===== config.mk =====
export PLATFORM = sky130hd
export DESIGN_NAME = irda_fir_rx_ctrl_flat
export DESIGN_NICKNAME = d
export VERILOG_FILES = /design/src/rtl/irda_fir_rx_ctrl_if.sv /design/src/rtl/irda_fir_rx_ctrl.sv /design/src/flat_wrapper.sv
export SDC_FILE = /design/constraint.sdc
export NUM_CORES = 1
export LEC_CHECK = 0
export CAP_MARGIN = 20
export CORE_UTILIZATION = 49
export CTS_BUF_LIST = sky130_fd_sc_hd__clkbuf_16
export CTS_CLUSTER_DIAMETER = 40
export DETAILED_ROUTE_END_ITERATION = 16
export MAX_ROUTING_LAYER = met4
export PLACE_DENSITY = 0.76
export RECOVER_POWER = 25
export SLEW_MARGIN = 15
export SYNTH_ARGS = -nofsm -noshare
export SYNTH_HDL_FRONTEND = slang
export SYNTH_SLANG_ARGS = --single-unit

===== constraint.sdc =====
create_clock -name clk -period 1.8 [get_ports clk]
set_input_delay 0.36 -clock clk [delete_from_list [all_inputs] [get_ports clk]]
set_output_delay 0.36 -clock clk [all_outputs]
set_load 0.005 [all_outputs]

===== src/rtl/irda_fir_rx_ctrl_if.sv =====
// Bus between the FIR flag detector / receive FIFO side and irda_fir_rx_ctrl.
//   master: detector-side driver (enable, strobe, flags, data bit, FIFO full)
//   slave : the receive controller (restart, byte/write strobe, frame status)
interface irda_fir_rx_ctrl_if;
  logic        fir_rx_en;
  logic        fir_rx8_enable;
  logic        pa_det;
  logic        sta_det;
  logic        sto_det;
  logic        break_det;
  logic        fd_data_bit;
  logic        fd_o;
  logic        rx_fifo_full;
  logic        fd_restart;
  logic [7:0]  rx_byte;
  logic        rx_byte_we;
  logic        rx_start;
  logic        rx_end;
  logic [3:0]  rx_status;
  logic [11:0] rx_byte_cnt;
  logic        rx_active;

  modport master (
    output fir_rx_en, fir_rx8_enable, pa_det, sta_det, sto_det, break_det,
           fd_data_bit, fd_o, rx_fifo_full,
    input  fd_restart, rx_byte, rx_byte_we, rx_start, rx_end, rx_status,
           rx_byte_cnt, rx_active
  );

  modport slave (
    input  fir_rx_en, fir_rx8_enable, pa_det, sta_det, sto_det, break_det,
           fd_data_bit, fd_o, rx_fifo_full,
    output fd_restart, rx_byte, rx_byte_we, rx_start, rx_end, rx_status,
           rx_byte_cnt, rx_active
  );
endinterface


===== src/rtl/irda_fir_rx_ctrl.sv =====
// FIR (4 Mb/s, 4PPM) receive frame controller.
// Tracks hunt/preamble/data, restarts the flag detector, packs LSB-first
// data bits into bytes for the receive FIFO and reports per-frame status.
// Ports:
//   clk       : system clock
//   wb_rst_i  : asynchronous active-high reset
//   bus.slave : detector inputs (enable, strobe, flags, data) and FIFO full;
//               outputs fd_restart, rx_byte/rx_byte_we, rx_start/rx_end,
//               rx_status[3:0] (0 break/disable, 1 partial, 2 overflow,
//               3 overrun), rx_byte_cnt[11:0], rx_active.
module irda_fir_rx_ctrl #(
  parameter int PA_TIMEOUT = 512,
  parameter int MAX_BYTES  = 2050
) (
  input  logic              clk,
  input  logic              wb_rst_i,
  irda_fir_rx_ctrl_if.slave bus
);

  localparam logic [10:0] PA_LIM  = 11'(PA_TIMEOUT);
  localparam logic [11:0] MAX_CNT = 12'(MAX_BYTES);

  typedef enum logic [1:0] {IDLE, HUNT, PREAMBLE, DATA} state_t;

  state_t      state, state_n;
  logic [9:0]  pa_cnt, pa_cnt_n;
  logic [10:0] pa_inc;
  logic [2:0]  bit_cnt, bit_cnt_n;
  logic [7:0]  shreg, shreg_n;

  logic        fd_restart_q, fd_restart_n;
  logic [7:0]  rx_byte_q, rx_byte_n;
  logic        we_q, we_n;
  logic        start_q, start_n;
  logic        end_q, end_n;
  logic [3:0]  status_q, status_n;
  logic [11:0] cnt_q, cnt_n;
  logic        active_q;

  logic        stb, term, restart_pulse;
  logic [3:0]  term_st;

  assign stb    = bus.fir_rx8_enable;
  assign pa_inc = {1'b0, pa_cnt} + 11'd1;

  always_ff @(posedge clk or posedge wb_rst_i) begin
    if (wb_rst_i) begin
      state <= IDLE;
    end else begin
      state <= state_n;
    end
  end

  always_comb begin
    state_n       = state;
    pa_cnt_n      = pa_cnt;
    bit_cnt_n     = bit_cnt;
    shreg_n       = shreg;
    rx_byte_n     = rx_byte_q;
    we_n          = 1'b0;
    start_n       = 1'b0;
    end_n         = 1'b0;
    status_n      = status_q;
    cnt_n         = cnt_q;
    restart_pulse = 1'b0;
    term          = 1'b0;
    term_st       = 4'b0000;

    if (!bus.fir_rx_en) begin
      // Disable wins over everything; a frame in flight is closed as aborted.
      state_n = IDLE;
      if (state == DATA) begin
        end_n    = 1'b1;
        status_n = 4'b0001;
      end
    end else begin
      case (state)
        IDLE: state_n = HUNT;
        HUNT: begin
          if (stb && bus.pa_det) begin
            state_n  = PREAMBLE;
            pa_cnt_n = '0;
          end
        end
        PREAMBLE: begin
          if (stb) begin
            if (bus.break_det) begin
              state_n       = HUNT;
              restart_pulse = 1'b1;
            end else if (bus.sta_det) begin
              state_n   = DATA;
              start_n   = 1'b1;
              bit_cnt_n = '0;
              cnt_n     = '0;
              status_n  = '0;
            end else if (bus.pa_det) begin
              pa_cnt_n = '0;
            end else if (pa_inc >= PA_LIM) begin
              state_n       = HUNT;
              restart_pulse = 1'b1;
            end else begin
              pa_cnt_n = pa_inc[9:0];
            end
          end
        end
        DATA: begin
          if (stb) begin
            if (bus.break_det) begin
              term    = 1'b1;
              term_st = 4'b0001;
            end else if (bus.sto_det) begin
              term    = 1'b1;
              term_st = {2'b00, (bit_cnt != 3'd0), 1'b0};
            end else if (bus.fd_data_bit) begin
              shreg_n   = {bus.fd_o, shreg[7:1]};
              bit_cnt_n = bit_cnt + 3'd1;
              if (bit_cnt == 3'd7) begin
                if (bus.rx_fifo_full) begin
                  term    = 1'b1;
                  term_st = 4'b1000;
                end else if (cnt_q == MAX_CNT) begin
                  term    = 1'b1;
                  term_st = 4'b0100;
                end else begin
                  we_n      = 1'b1;
                  rx_byte_n = shreg_n;
                  cnt_n     = cnt_q + 12'd1;
                end
              end
            end
          end
        end
        default: state_n = IDLE;
      endcase

      if (term) begin
        state_n       = HUNT;
        end_n         = 1'b1;
        status_n      = term_st;
        restart_pulse = 1'b1;
      end
    end

    // Held while idle, otherwise a single-cycle pulse on leaving a frame.
    fd_restart_n = (state_n == IDLE) || restart_pulse;
  end

  always_ff @(posedge clk or posedge wb_rst_i) begin
    if (wb_rst_i) begin
      pa_cnt       <= '0;
      bit_cnt      <= '0;
      shreg        <= '0;
      fd_restart_q <= 1'b1;
      rx_byte_q    <= '0;
      we_q         <= 1'b0;
      start_q      <= 1'b0;
      end_q        <= 1'b0;
      status_q     <= '0;
      cnt_q        <= '0;
      active_q     <= 1'b0;
    end else begin
      pa_cnt       <= pa_cnt_n;
      bit_cnt      <= bit_cnt_n;
      shreg        <= shreg_n;
      fd_restart_q <= fd_restart_n;
      rx_byte_q    <= rx_byte_n;
      we_q         <= we_n;
      start_q      <= start_n;
      end_q        <= end_n;
      status_q     <= status_n;
      cnt_q        <= cnt_n;
      active_q     <= (state_n == DATA);
    end
  end

  assign bus.fd_restart  = fd_restart_q;
  assign bus.rx_byte     = rx_byte_q;
  assign bus.rx_byte_we  = we_q;
  assign bus.rx_start    = start_q;
  assign bus.rx_end      = end_q;
  assign bus.rx_status   = status_q;
  assign bus.rx_byte_cnt = cnt_q;
  assign bus.rx_active   = active_q;

endmodule


===== src/flat_wrapper.sv =====
// flat-port wrapper written by rule: the top's interface ports become plain ports
module irda_fir_rx_ctrl_flat 
#(
  parameter int PA_TIMEOUT = 512,
  parameter int MAX_BYTES  = 2050
)
  (clk, wb_rst_i, bus_fir_rx_en, bus_fir_rx8_enable, bus_pa_det, bus_sta_det, bus_sto_det, bus_break_det, bus_fd_data_bit, bus_fd_o, bus_rx_fifo_full, bus_fd_restart, bus_rx_byte, bus_rx_byte_we, bus_rx_start, bus_rx_end, bus_rx_status, bus_rx_byte_cnt, bus_rx_active);
  irda_fir_rx_ctrl_if bus_i ();
  input  logic clk;
  input  logic wb_rst_i;
  input wire logic [$bits(bus_i.fir_rx_en)-1:0] bus_fir_rx_en;
  input wire logic [$bits(bus_i.fir_rx8_enable)-1:0] bus_fir_rx8_enable;
  input wire logic [$bits(bus_i.pa_det)-1:0] bus_pa_det;
  input wire logic [$bits(bus_i.sta_det)-1:0] bus_sta_det;
  input wire logic [$bits(bus_i.sto_det)-1:0] bus_sto_det;
  input wire logic [$bits(bus_i.break_det)-1:0] bus_break_det;
  input wire logic [$bits(bus_i.fd_data_bit)-1:0] bus_fd_data_bit;
  input wire logic [$bits(bus_i.fd_o)-1:0] bus_fd_o;
  input wire logic [$bits(bus_i.rx_fifo_full)-1:0] bus_rx_fifo_full;
  output wire logic [$bits(bus_i.fd_restart)-1:0] bus_fd_restart;
  output wire logic [$bits(bus_i.rx_byte)-1:0] bus_rx_byte;
  output wire logic [$bits(bus_i.rx_byte_we)-1:0] bus_rx_byte_we;
  output wire logic [$bits(bus_i.rx_start)-1:0] bus_rx_start;
  output wire logic [$bits(bus_i.rx_end)-1:0] bus_rx_end;
  output wire logic [$bits(bus_i.rx_status)-1:0] bus_rx_status;
  output wire logic [$bits(bus_i.rx_byte_cnt)-1:0] bus_rx_byte_cnt;
  output wire logic [$bits(bus_i.rx_active)-1:0] bus_rx_active;
  assign bus_i.fir_rx_en = bus_fir_rx_en;
  assign bus_i.fir_rx8_enable = bus_fir_rx8_enable;
  assign bus_i.pa_det = bus_pa_det;
  assign bus_i.sta_det = bus_sta_det;
  assign bus_i.sto_det = bus_sto_det;
  assign bus_i.break_det = bus_break_det;
  assign bus_i.fd_data_bit = bus_fd_data_bit;
  assign bus_i.fd_o = bus_fd_o;
  assign bus_i.rx_fifo_full = bus_rx_fifo_full;
  assign bus_fd_restart = bus_i.fd_restart;
  assign bus_rx_byte = bus_i.rx_byte;
  assign bus_rx_byte_we = bus_i.rx_byte_we;
  assign bus_rx_start = bus_i.rx_start;
  assign bus_rx_end = bus_i.rx_end;
  assign bus_rx_status = bus_i.rx_status;
  assign bus_rx_byte_cnt = bus_i.rx_byte_cnt;
  assign bus_rx_active = bus_i.rx_active;
  irda_fir_rx_ctrl #(.PA_TIMEOUT(PA_TIMEOUT), .MAX_BYTES(MAX_BYTES)) u_core (.clk(clk), .wb_rst_i(wb_rst_i), .bus(bus_i));
endmodule

==> summary.txt <==
Multiplexer share of the synthesized area = 0.0828
CTS sink cnt = 51
RD Place Congestion = 0.854
Synth unique cells = 58
Root Driver = clkbuf_16
Net count, final = 374
Share of layout cells above drive strength 1 = 0.391
Crit Path Class = flip-flop to flip-flop
CTS max path bufs = 2
# diodes = 0
Synth async-reset ratio = 1.00
Final min period = 1.88 ns
Sw Ratio = 0.255
Int Power = 1.87 mW
Worst-path cell chain = ha_2 > ha_4 > nand3b_1 > a2111oi_4 > a32oi_4 > or3_1 > a21oi_1
Pwr/cell area = 630 mW/mm²
Peak VDD IR = 0.500 mV
Pre-CTS setup slack = -0.536 ns
Vias per inst = 5.92
Top post-synthesis cells by area = dfrtp_1 (47%), mux2_4 (4.5%), o21ai_0 (3.6%), a21oi_1 (3.0%), mux2_2 (3.0%)
Hold Crit Class = flip-flop to flip-flop
Net Count, Synth = 266
Actual slew at the worst max-slew pin = 0.645 ns
Mapped Area = 0.00265 mm²
Yosys warns = 0
Top FF cell, synth = dfrtp_1
Combinational share of power = 0.130
Yosys top cell by area = dfrtp_1
Core area = 0.00514 mm²
Cells after synthesis = 249
Leading cell types in the layout, fill and taps excluded = buf_4 (63), dfrtp_1 (49), clkdlybuf4s50_1 (31), nand2_1 (20), o21ai_0 (14)
Arr. time, crit path = 2.10 ns
Clk_skew = 0.00993 ns
Die Ht = 75.5 µm
Routed Antenna Nets = 0
Max-Cap Viols = 0
Die area = 0.00570 mm²
Max stage delay on crit path = 0.38 ns
Final Hold Fails = 0
Crit path max fanout = 5
Slew HR = 0.570
PortBufs = 39
Max frequency = 0.531 GHz
Aggregate routed wire length = 7490 µm
IO Pins = 40
P&R area growth vs syn = 50.7%
P_leak = 1.73 nW
Worst EP required = 2.02 ns
Initial core utilization = 0.515
Max-slew violation count = 0
CTS Buf Count = 5
R2R Setup Slk = -0.08 ns
DP HPWL = 4610 µm
1st-pass router iterations = 4
CTS tree = yes
First-pass GRT wire length = 11,200 µm
Seq pwr share = 0.482
Total Routing Usage GR = 0.276
Post-synthesis sequential area ratio = 0.483
Largest net degree at the start of global routing = 29
Commonest non-fill, non-tap cell in the layout = buf_4
Post-Synth Adder-Cell Area = 0.0284
Final Cycle Share = 1.05
Clock network power share = 0.388
Vias in the first global route = 2,360
Setup_tns = -0.666 ns
Final worst setup slack = -0.0836 ns
Post-synth EDFFs = 0
CP max stage cell = or3_1
Final setup fails = 18
Skew-Pair Late Insertion Delay = 0.29 ns
Drt drc = 0
RSZ-0062 raised after global routing = true
Synth top area share = 0.473
Failing checks = setup timing
Combinational family with the most area after synthesis = simple AND/OR/NAND/NOR gates
Simple-gate share of the synthesized area = 0.193
Post-Synth XOR/XNOR Area = 0.00331
Routed length per instance = 17.5 µm
Antenna violations before repair = 0
Switch Pwr = 639 µW
Die span in x = 75.5 µm
Avg Inst Size Synth = 10.6 µm²
Routed met3 length = 498 µm
Status = finished with violations
CTS Hold Bufs = 0
Synth Area in Compound Gates = 0.170
Flops & latches, synth = 51
Worst Setup End Kind = flip-flop
Overflow after GRT = 0
Met2 wire length = 3670 µm
Num rows = 26
Clock-pin slew on the worst setup and hold paths = 0.07 ns
H-tree levels = 2
CP startpoint kind = flip-flop
M1 wire length = 3070 µm
Via count = 2,535
DRT iter0 DRCs = 182
Top routing layer used = met4
final cells by class:
cell class	instances	area, µm²
Fill cell	340	1150
Multi-Input combinational cell	179	1490
Clock buffer	5	125
Sequential cell	51	1280
Tap cell	70	87.6
Clock inverter	3	28.8
Inverter	12	45.0
Timing Repair Buffer	108	931
state kept, by name, summed over array words and instances (netlist names):
| name | flops |
|---|---|
| u_core.bit_cnt | 3 |
| u_core.bus.fd_restart | 1 |
| u_core.bus.rx_active | 1 |
| u_core.bus.rx_byte | 8 |
| u_core.bus.rx_byte_cnt | 12 |
| u_core.bus.rx_byte_we | 1 |
| u_core.bus.rx_end | 1 |
| u_core.bus.rx_start | 1 |
| u_core.bus.rx_status | 4 |
| u_core.pa_cnt | 10 |
| u_core.shreg | 7 |
| u_core.state | 2 |
worst max-delay path: cells and delay by family, from the launching register on:
| kind | cells | cell delay [ns] |
|---|---|---|
| AOI/OAI and AO/OA | 3 | 0.60 |
| and+or+nand+nor | 2 | 0.51 |
| adders and majority gates | 2 | 0.35 |
| DFF | 1 | 0.36 |
through the flow:
step | cells | area, µm² | power, mW | utilization | hold slack (ns)
finish | 428 | 3990 | 2.51 | 0.776 | 0.500
global route | 428 | 3990 | 2.61 | 0.776 | 0.504
CTS | 422 | 3830 | 2.51 | 0.745 | 0.338
detailed placement | 410 | 3570 | 1.53 | 0.694 | 0.470
global placement | 410 | 3570 | 1.52 | 0.694 | 0.467
floorplan | 249 | 2660 | 1.37 | - | 0.445
worst paths after layout:
check	to	from	cells past startpoint
max in group asynchronous	u_core.bus.rx_status[0]	wb_rst_i	3
hold reg to reg	u_core.bus.rx_status[2]	u_core.bus.rx_status[2]	1
hold / removal	u_core.bus.rx_status[2]	u_core.bus.rx_status[2]	1
setup reg to reg	u_core.bus.rx_byte_cnt[6]	u_core.bit_cnt[0]	7
setup / recovery	u_core.bus.rx_byte_cnt[6]	u_core.bit_cnt[0]	7
min in group asynchronous	u_core.bus.rx_byte[0]	wb_rst_i	2
synthesized netlist by cell type (3+ instances only):
library cell  instances
mux2_4                8
and2_1                3
nand3_1              13
buf_6                 3
nand4_1               3
ha_1                  6
a31oi_1               7
nand2_1              20
or3_1                 8
inv_1                11
and3_1                4
nor2_1                8
nor3_1                4
buf_2                 4
and4_1                3
mux2_2                7
a21oi_1              16
a31o_2                3
o21ai_0              19
dfrtp_1              50
per-layer routing:
layer	GRT usage	vias to the layer above
li1	-	1149
met1	0.336	1215
met2	0.445	139
met3	0.0503	32
met4	0.130	0
met5	-	-
cell families (layout without fill, tap and decap cells):
| family | after synthesis | count (layout) |
|---|---|---|
| simple gates | 88 | 88 |
| buf+inv | 20 | 128 |
| compound gates | 66 | 67 |
| xor+xnor | 1 | 1 |
| mux | 17 | 17 |
| flops | 51 | 51 |
| fa+ha+maj | 6 | 6 |
power groups by stage:
stage	sequential (mW)	combinational (mW)	clock [mW]
detailed placement	1.23	0.298	0
global route	1.21	0.356	1.04
finish	1.21	0.326	0.974
floorplan	1.23	0.137	0
CTS	1.21	0.305	0.993
global placement	1.23	0.288	0
timing repair:
action	CTS	global route
pin swaps	15	12
setup buffers	4	6
endpoints found under the setup margin	44	28
gates cloned	1	0
resized for setup	30	31
Power figures use the tool's default switching activity.
